**config.mk**
```make
export PLATFORM = sky130hd
export DESIGN_NAME = reg_file_param
export DESIGN_NICKNAME = d
export VERILOG_FILES = /design/src/rtl/reg_file_param.sv
export SDC_FILE = /design/constraint.sdc
export NUM_CORES = 2
export LEC_CHECK = 0
export CAP_MARGIN = 0
export CORE_MARGIN = 2
export CORE_UTILIZATION = 45
export DETAILED_ROUTE_END_ITERATION = 12
export SYNTH_ARGS = -nofsm -noshare
export SYNTH_HDL_FRONTEND = slang
export SYNTH_SLANG_ARGS = --single-unit
```
**constraint.sdc**
```tcl
create_clock -name clk -period 3.7 [get_ports clk]
set_input_delay 1.11 -clock clk [delete_from_list [all_inputs] [get_ports clk]]
set_output_delay 1.11 -clock clk [all_outputs]
set_load 0.01 [all_outputs]
```
**src/rtl/reg_file_param.sv**
```systemverilog
// Parametrised register file: two combinational read ports, one write port,
// entry 0 hardwired to zero, plus a valid/ready dump port that streams every
// entry in index order.
// Build option: define REG_FILE_BYPASS_EN to forward same-cycle write data
// to the read ports and the dump port. Left undefined, these ports return the
// stored (pre-write) value until after the clock edge.
//
// Dump FSM states:
//   state     | meaning
//   ST_IDLE   | no dump in progress, waiting for dump_start
//   ST_SEND   | presenting entry[cnt] on the dump port, advance on dump_ready
//   ST_DONE   | one-cycle dump_done pulse, then back to ST_IDLE
module reg_file_param #(
   parameter int DATA_W = 32,
   parameter int ADDR_W = 5
) (
   input  logic              clk,
   input  logic              rst_n,
   input  logic              regwrite,
   input  logic [ADDR_W-1:0] writereg,
   input  logic [DATA_W-1:0] writeda,
   input  logic [ADDR_W-1:0] readreg1,
   output logic [DATA_W-1:0] readda1,
   input  logic [ADDR_W-1:0] readreg2,
   output logic [DATA_W-1:0] readda2,
   input  logic              dump_start,
   output logic              dump_busy,
   output logic              dump_valid,
   input  logic              dump_ready,
   output logic [ADDR_W-1:0] dump_idx,
   output logic [DATA_W-1:0] dump_data,
   output logic              dump_done
);

   localparam int DEPTH = 2 ** ADDR_W;
   localparam logic [ADDR_W-1:0] LAST_IDX = ADDR_W'(DEPTH - 1);

   typedef enum logic [1:0] {
      ST_IDLE = 2'd0,
      ST_SEND = 2'd1,
      ST_DONE = 2'd2
   } dump_state_e;

   logic [DATA_W-1:0] mem_q [DEPTH];
   logic [DATA_W-1:0] mem_d [DEPTH];

   dump_state_e       state_q, state_d;
   logic [ADDR_W-1:0] cnt_q, cnt_d;
   logic              busy_q, busy_d;
   logic              valid_q, valid_d;
   logic              done_q, done_d;

   logic              wr_en;
   logic [DATA_W-1:0] rd1_raw, rd2_raw, dump_raw;

   // Address 0 is never stored, so it stays zero without a special read path.
   assign wr_en = regwrite && (writereg != '0);

   // Next register contents: single write port.
   always_comb begin
      mem_d = mem_q;
      if (wr_en) begin
         mem_d[writereg] = writeda;
      end
   end

   // Register storage, cleared by reset.
   always_ff @(posedge clk or negedge rst_n) begin
      if (!rst_n) begin
         for (int i = 0; i < DEPTH; i++) begin
            mem_q[i] <= '0;
         end
      end else begin
         mem_q <= mem_d;
      end
   end

   // Raw read values for both read ports and the dump port, with optional forwarding.
   always_comb begin
      rd1_raw  = mem_q[readreg1];
      rd2_raw  = mem_q[readreg2];
      dump_raw = mem_q[cnt_q];
`ifdef REG_FILE_BYPASS_EN
      if (wr_en && (readreg1 == writereg)) begin
         rd1_raw = writeda;
      end
      if (wr_en && (readreg2 == writereg)) begin
         rd2_raw = writeda;
      end
      if (wr_en && (cnt_q == writereg)) begin
         dump_raw = writeda;
      end
`endif
   end

   assign readda1 = (readreg1 == '0) ? '0 : rd1_raw;
   assign readda2 = (readreg2 == '0) ? '0 : rd2_raw;

   // Dump sequencing: next state, index counter and registered status flags.
   always_comb begin
      state_d = state_q;
      cnt_d   = cnt_q;
      case (state_q)
         ST_IDLE: begin
            if (dump_start) begin
               state_d = ST_SEND;
               cnt_d   = '0;
            end
         end
         ST_SEND: begin
            // Compare before incrementing so the counter never wraps mid-dump.
            if (dump_ready) begin
               if (cnt_q == LAST_IDX) begin
                  state_d = ST_DONE;
                  cnt_d   = '0;
               end else begin
                  cnt_d = cnt_q + ADDR_W'(1);
               end
            end
         end
         ST_DONE: begin
            state_d = ST_IDLE;
         end
         default: begin
            state_d = ST_IDLE;
            cnt_d   = '0;
         end
      endcase
      busy_d  = (state_d == ST_SEND);
      valid_d = (state_d == ST_SEND);
      done_d  = (state_d == ST_DONE);
   end

   // Dump state, counter and status flags; reset aborts any dump in flight.
   always_ff @(posedge clk or negedge rst_n) begin
      if (!rst_n) begin
         state_q <= ST_IDLE;
         cnt_q   <= '0;
         busy_q  <= 1'b0;
         valid_q <= 1'b0;
         done_q  <= 1'b0;
      end else begin
         state_q <= state_d;
         cnt_q   <= cnt_d;
         busy_q  <= busy_d;
         valid_q <= valid_d;
         done_q  <= done_d;
      end
   end

   assign dump_busy  = busy_q;
   assign dump_valid = valid_q;
   assign dump_done  = done_q;
   assign dump_idx   = cnt_q;
   // Data tracks the live entry so a write landing during a stall is visible.
   assign dump_data  = valid_q ? dump_raw : '0;

endmodule

```
==> results.md <==
Outcome:
- The run finished, with violations left.
- The checks that failed: setup timing.

Die:
- The floorplan step set the die height to 377 um.
- The die area is 0.142 mm2.
- The floorplan die width is 377 um.
- The floorplan has 136 rows.
- 156 I/O pins were placed.
- For this configuration, the core starts out at a cell density of 0.454.
- In this run the standard cell core region covers 0.138 mm2.

Detailed routing:
- In the routed design, unresolved DRC markers number 0.
- The first detailed-routing pass took 6 iterations.
- The final layout contains routed wiring with a total length of 260 mm.
- The number of nets still failing antenna checks after routing is 0.
- The via density per instance is 7.00.
- The routed length per instance is 37.4 um.
- For this block, the initial DRC count from the detailed router was 5723.
- Summing over every cut layer, the via total after detailed routing is 48600.

Finish:
- In the final layout, the share of cells above drive strength 1 is 0.659.
- The utilization of the core after routing is 0.605.
- The total area of multi-input combinational cells is 0.0381 mm2.
- The finished cells cover 0.0833 mm2.
- The filler cell count in the final layout is 10300.
- The final layout contains 5087 nets.
- Leaving out fill and tap cells, the most frequent cell in the layout is sky130_fd_sc_hd__dfrtp_1.
- In the layout the commonest cells are sky130_fd_sc_hd__dfrtp_1, sky130_fd_sc_hd__mux2_2, sky130_fd_sc_hd__mux4_2.
- The total area of sequential cells is 0.0259 mm2.
- Relative to the synthesized area, the layout overhead comes to 33.1%.

GRT:
- Entering global routing, the biggest net connects 104 pins.
- After global routing the overflow that remains totals 0.
- The global-route wire length before repair is 366 mm.
- The number of antenna violations at the first check in global routing is 21.
- The via count of the first global-routing pass is 48700.
- Across every metal layer, demand over resource in global routing totals 0.362.

Power:
- The power density normalized to cell area is 573 mW/mm2.
- VDD sags by at most 461 uV.
- The total chip power is 47.7 mW.
- The analysis attributes to cell leakage a power of 35.3 nW.

Synthesis:
- The gate count after technology mapping is 4360.
- For this run, the number of Yosys warnings is 0.
- The combinational family with the most area after synthesis is multiplexers.
- The number of enable flip-flop cells after synthesis is 0.
- The primary flip-flop cell chosen by synthesis mapping is sky130_fd_sc_hd__dfrtp_1.
- Of the total synthesized cell area, the portion taken by AND, OR, NAND and NOR gates is 0.0249.
- In this run, synthesis produced a sequential element count of 1033.
- Of the total synthesized cell area, the portion taken by XOR and XNOR cells is 0.
- The area fraction in compound gates after synthesis is 0.0601.
- The post-synthesis cell type count is 49.
- For this run, the register share of the synthesized area comes to 0.413.
- The cell area that synthesis handed to floorplanning was 0.0626 mm2.
- Of the total synthesized cell area, the portion taken by full adders, half adders and majority gates is 0.000400.
- The async set-or-reset flop fraction in the synthesized netlist is 1.00.
- A synthesized cell averages 14.4 um2.
- Synthesis produced a netlist with a net count of 4414.
- The multiplexer share of the synthesized area is 0.463.

Critical path:
- The largest individual stage delay along the critical path comes from the cell sky130_fd_sc_hd__dfrtp_4.
- The critical path's most frequent cell is sky130_fd_sc_hd__buf_12.
- The critical path capture point type is a primary output.
- Data arrives at the worst endpoint at 3.15 ns.
- The kind of critical path is reg2out.
- The worst setup path is launched from a flop.
- Walking the worst path, the cells encountered are buf_6 -> buf_12 -> buf_12 -> buf_12 -> buf_8 -> mux4_2 -> mux2_4 -> o22ai_4 -> nor3_4 -> buf_6.
- The highest fanout seen on the critical path is 6.
- For the worst setup path, the data required time is 2.59 ns.
- The maximum cell stage delay along the critical path is 0.49 ns.

Timing:
- The number of max-slew violations in the final report is 0.
- For the final database, setup skew stands at 0.00123 ns.
- Setup repair after global routing could not meet its margin everywhere.
- For this run, the top clock speed supported by timing is 235 MHz.
- Dividing the final minimum period by the clock period gives 1.15.
- The count of final hold-check violations was 0.
- Measured against its own limit, the worst slew margin works out to 0.208.
- At the pin with the least slew margin, the transition time is 1.18 ns.
- Across all setup checks in the final design, the least slack found is -0.561 ns.
- The minimum period implied by the final worst setup slack is 4.26 ns.
- Setup violations remaining at the end of the flow were counted as 96.

Clocking:
- The H-tree was split into 3 levels.
- The number of clock buffers added by TritonCTS is 115.
- The clock transition at the registers of the reported paths is 0.06 ns.
- In this run the clock root is driven by a sky130_fd_sc_hd__clkbuf_16.
- The CTS tree is done.
- Clock tree synthesis found a total of 1033 sinks.
- The clock passes through at most 3 buffers.
- The clock latency at the later pin of the worst-skew pair is 0.76 ns.

Place:
- The placed instances occupy a cell area of 0.0714 mm2.
- The placer congestion estimate is 0.908.
- The pre-CTS setup slack is -1.71 ns.
- The count of buffers added on input and output ports is 155.
- The placed wire-length estimate is 163 mm.

Run:
- The tool flagged a number of max-cap violations equal to 0.

Min path:
- The worst hold path belongs to the class in2async.
-- cell type report --
| class | count | area share |
|---|---|---|
| diodes | 15 | 0.000451 |
| clock buffers | 161 | 0.0399 |
| clock inverters | 53 | 0.00673 |
| inverters | 3 | 0.000195 |
| multi-input cells | 2789 | 0.457 |
| flip-flops and latches | 1033 | 0.310 |
| well taps | 1794 | 0.0269 |
| repair buffers | 1091 | 0.158 |
-- critical path, delay by kind of cell (launching register included) --
family | cells | cell delay, ns
AO/OA/AOI/OAI | 1 | 0.19
buffers and inverters | 6 | 0.84
flip-flops | 1 | 0.49
multiplexers | 2 | 0.75
AND/OR/NAND/NOR | 1 | 0.10
-- where the power goes --
group	switching [mW]	leakage (nW)	internal, mW
registers	2.38	13.2	13.5
clock network	5.13	1.91	6.88
logic	9.08	20.1	10.8
-- cell families (layout without fill, tap and decap cells) --
| kind of cell | count (synthesis) | after routing |
|---|---|---|
| multiplexers | 1977 | 1977 |
| flip-flops | 1033 | 1033 |
| buffers and inverters | 538 | 1308 |
| AO/OA/AOI/OAI | 491 | 491 |
| AND/OR/NAND/NOR | 319 | 319 |
| adder cells (fa/ha/maj) | 2 | 2 |
| other | 0 | 15 |
-- synthesized netlist by cell type (9+ instances only) --
| cell | number | share of area |
|---|---|---|
| sky130_fd_sc_hd__nand2_1 | 94 | 0.0056 |
| sky130_fd_sc_hd__a22o_1 | 64 | 0.0090 |
| sky130_fd_sc_hd__a221oi_1 | 30 | 0.0042 |
| sky130_fd_sc_hd__dfrtp_1 | 1033 | 0.41 |
| sky130_fd_sc_hd__nor2_1 | 44 | 0.0026 |
| sky130_fd_sc_hd__a211oi_1 | 71 | 0.0085 |
| sky130_fd_sc_hd__buf_2 | 122 | 0.0098 |
| sky130_fd_sc_hd__mux2i_1 | 268 | 0.043 |
| sky130_fd_sc_hd__clkbuf_1 | 291 | 0.017 |
| sky130_fd_sc_hd__nand2b_1 | 9 | 0.00090 |
| sky130_fd_sc_hd__buf_4 | 42 | 0.0050 |
| sky130_fd_sc_hd__buf_1 | 63 | 0.0038 |
| sky130_fd_sc_hd__buf_6 | 15 | 0.0027 |
| sky130_fd_sc_hd__mux2_2 | 1077 | 0.19 |
| sky130_fd_sc_hd__o21a_1 | 22 | 0.0026 |
| sky130_fd_sc_hd__nor2b_1 | 43 | 0.0043 |
| sky130_fd_sc_hd__and2_1 | 10 | 0.0010 |
| sky130_fd_sc_hd__nand3_1 | 27 | 0.0022 |
| sky130_fd_sc_hd__mux4_2 | 624 | 0.22 |
| sky130_fd_sc_hd__o221ai_1 | 63 | 0.0088 |
| sky130_fd_sc_hd__a31oi_1 | 31 | 0.0031 |
| sky130_fd_sc_hd__a2111oi_0 | 47 | 0.0066 |
| sky130_fd_sc_hd__a22oi_1 | 10 | 0.0012 |
| sky130_fd_sc_hd__nor3_1 | 66 | 0.0053 |
| sky130_fd_sc_hd__o22ai_1 | 88 | 0.0088 |
| sky130_fd_sc_hd__o21ai_0 | 36 | 0.0029 |
-- sequential cells by signal, indices dropped and copies added, names as in the netlist --
| signal | cells |
|---|---|
| dump_done | 1 |
| dump_idx | 5 |
| dump_valid | 1 |
| mem_q | 1024 |
| state_q | 2 |
-- through the flow --
stage / hold slack (ns) / TNS, ns / instances
2_1_floorplan: 0.438 / -0.270 / 4360
3_3_place_gp: 0.382 / -69.47 / 6374
6_report: 0.305 / -34.24 / 6939
5_1_grt: 0.316 / -37.66 / 6933
3_5_place_dp: 0.384 / -69.49 / 6374
4_1_cts: 0.298 / -38.73 / 6826
-- layer usage --
metal,global-route usage,vias up,share of wire
li1,-,18700,-
met1,0.490,26000,0.38
met2,0.531,3120,0.44
met3,0.112,743,0.12
met4,0.168,24,0.055
met5,0.00446,-,0.00099
-- final timing paths --
check,cells past startpoint,slack (ns),start,endpoint
worst max-delay path,10,-0.56,dump_idx[0],dump_data[29]
worst min-delay path,1,0.31,rst_n,mem_q[438]
worst max register to register,12,0.82,dump_idx[0],dump_idx[3]
worst min register to register,0,0.40,mem_q[1009],mem_q[1009]
max in group asynchronous,2,2.39,rst_n,mem_q[733]
min in group clk,0,0.40,mem_q[1009],mem_q[1009]
-- timing repair --
action	in CTS	in global routing
hold buffers	0	0
setup buffers	230	159
endpoints found under the setup margin	96	96
gates resized for setup	985	521
cloned	36	7
pin swaps	190	228
Note: power is estimated with default switching activity, not from simulation.
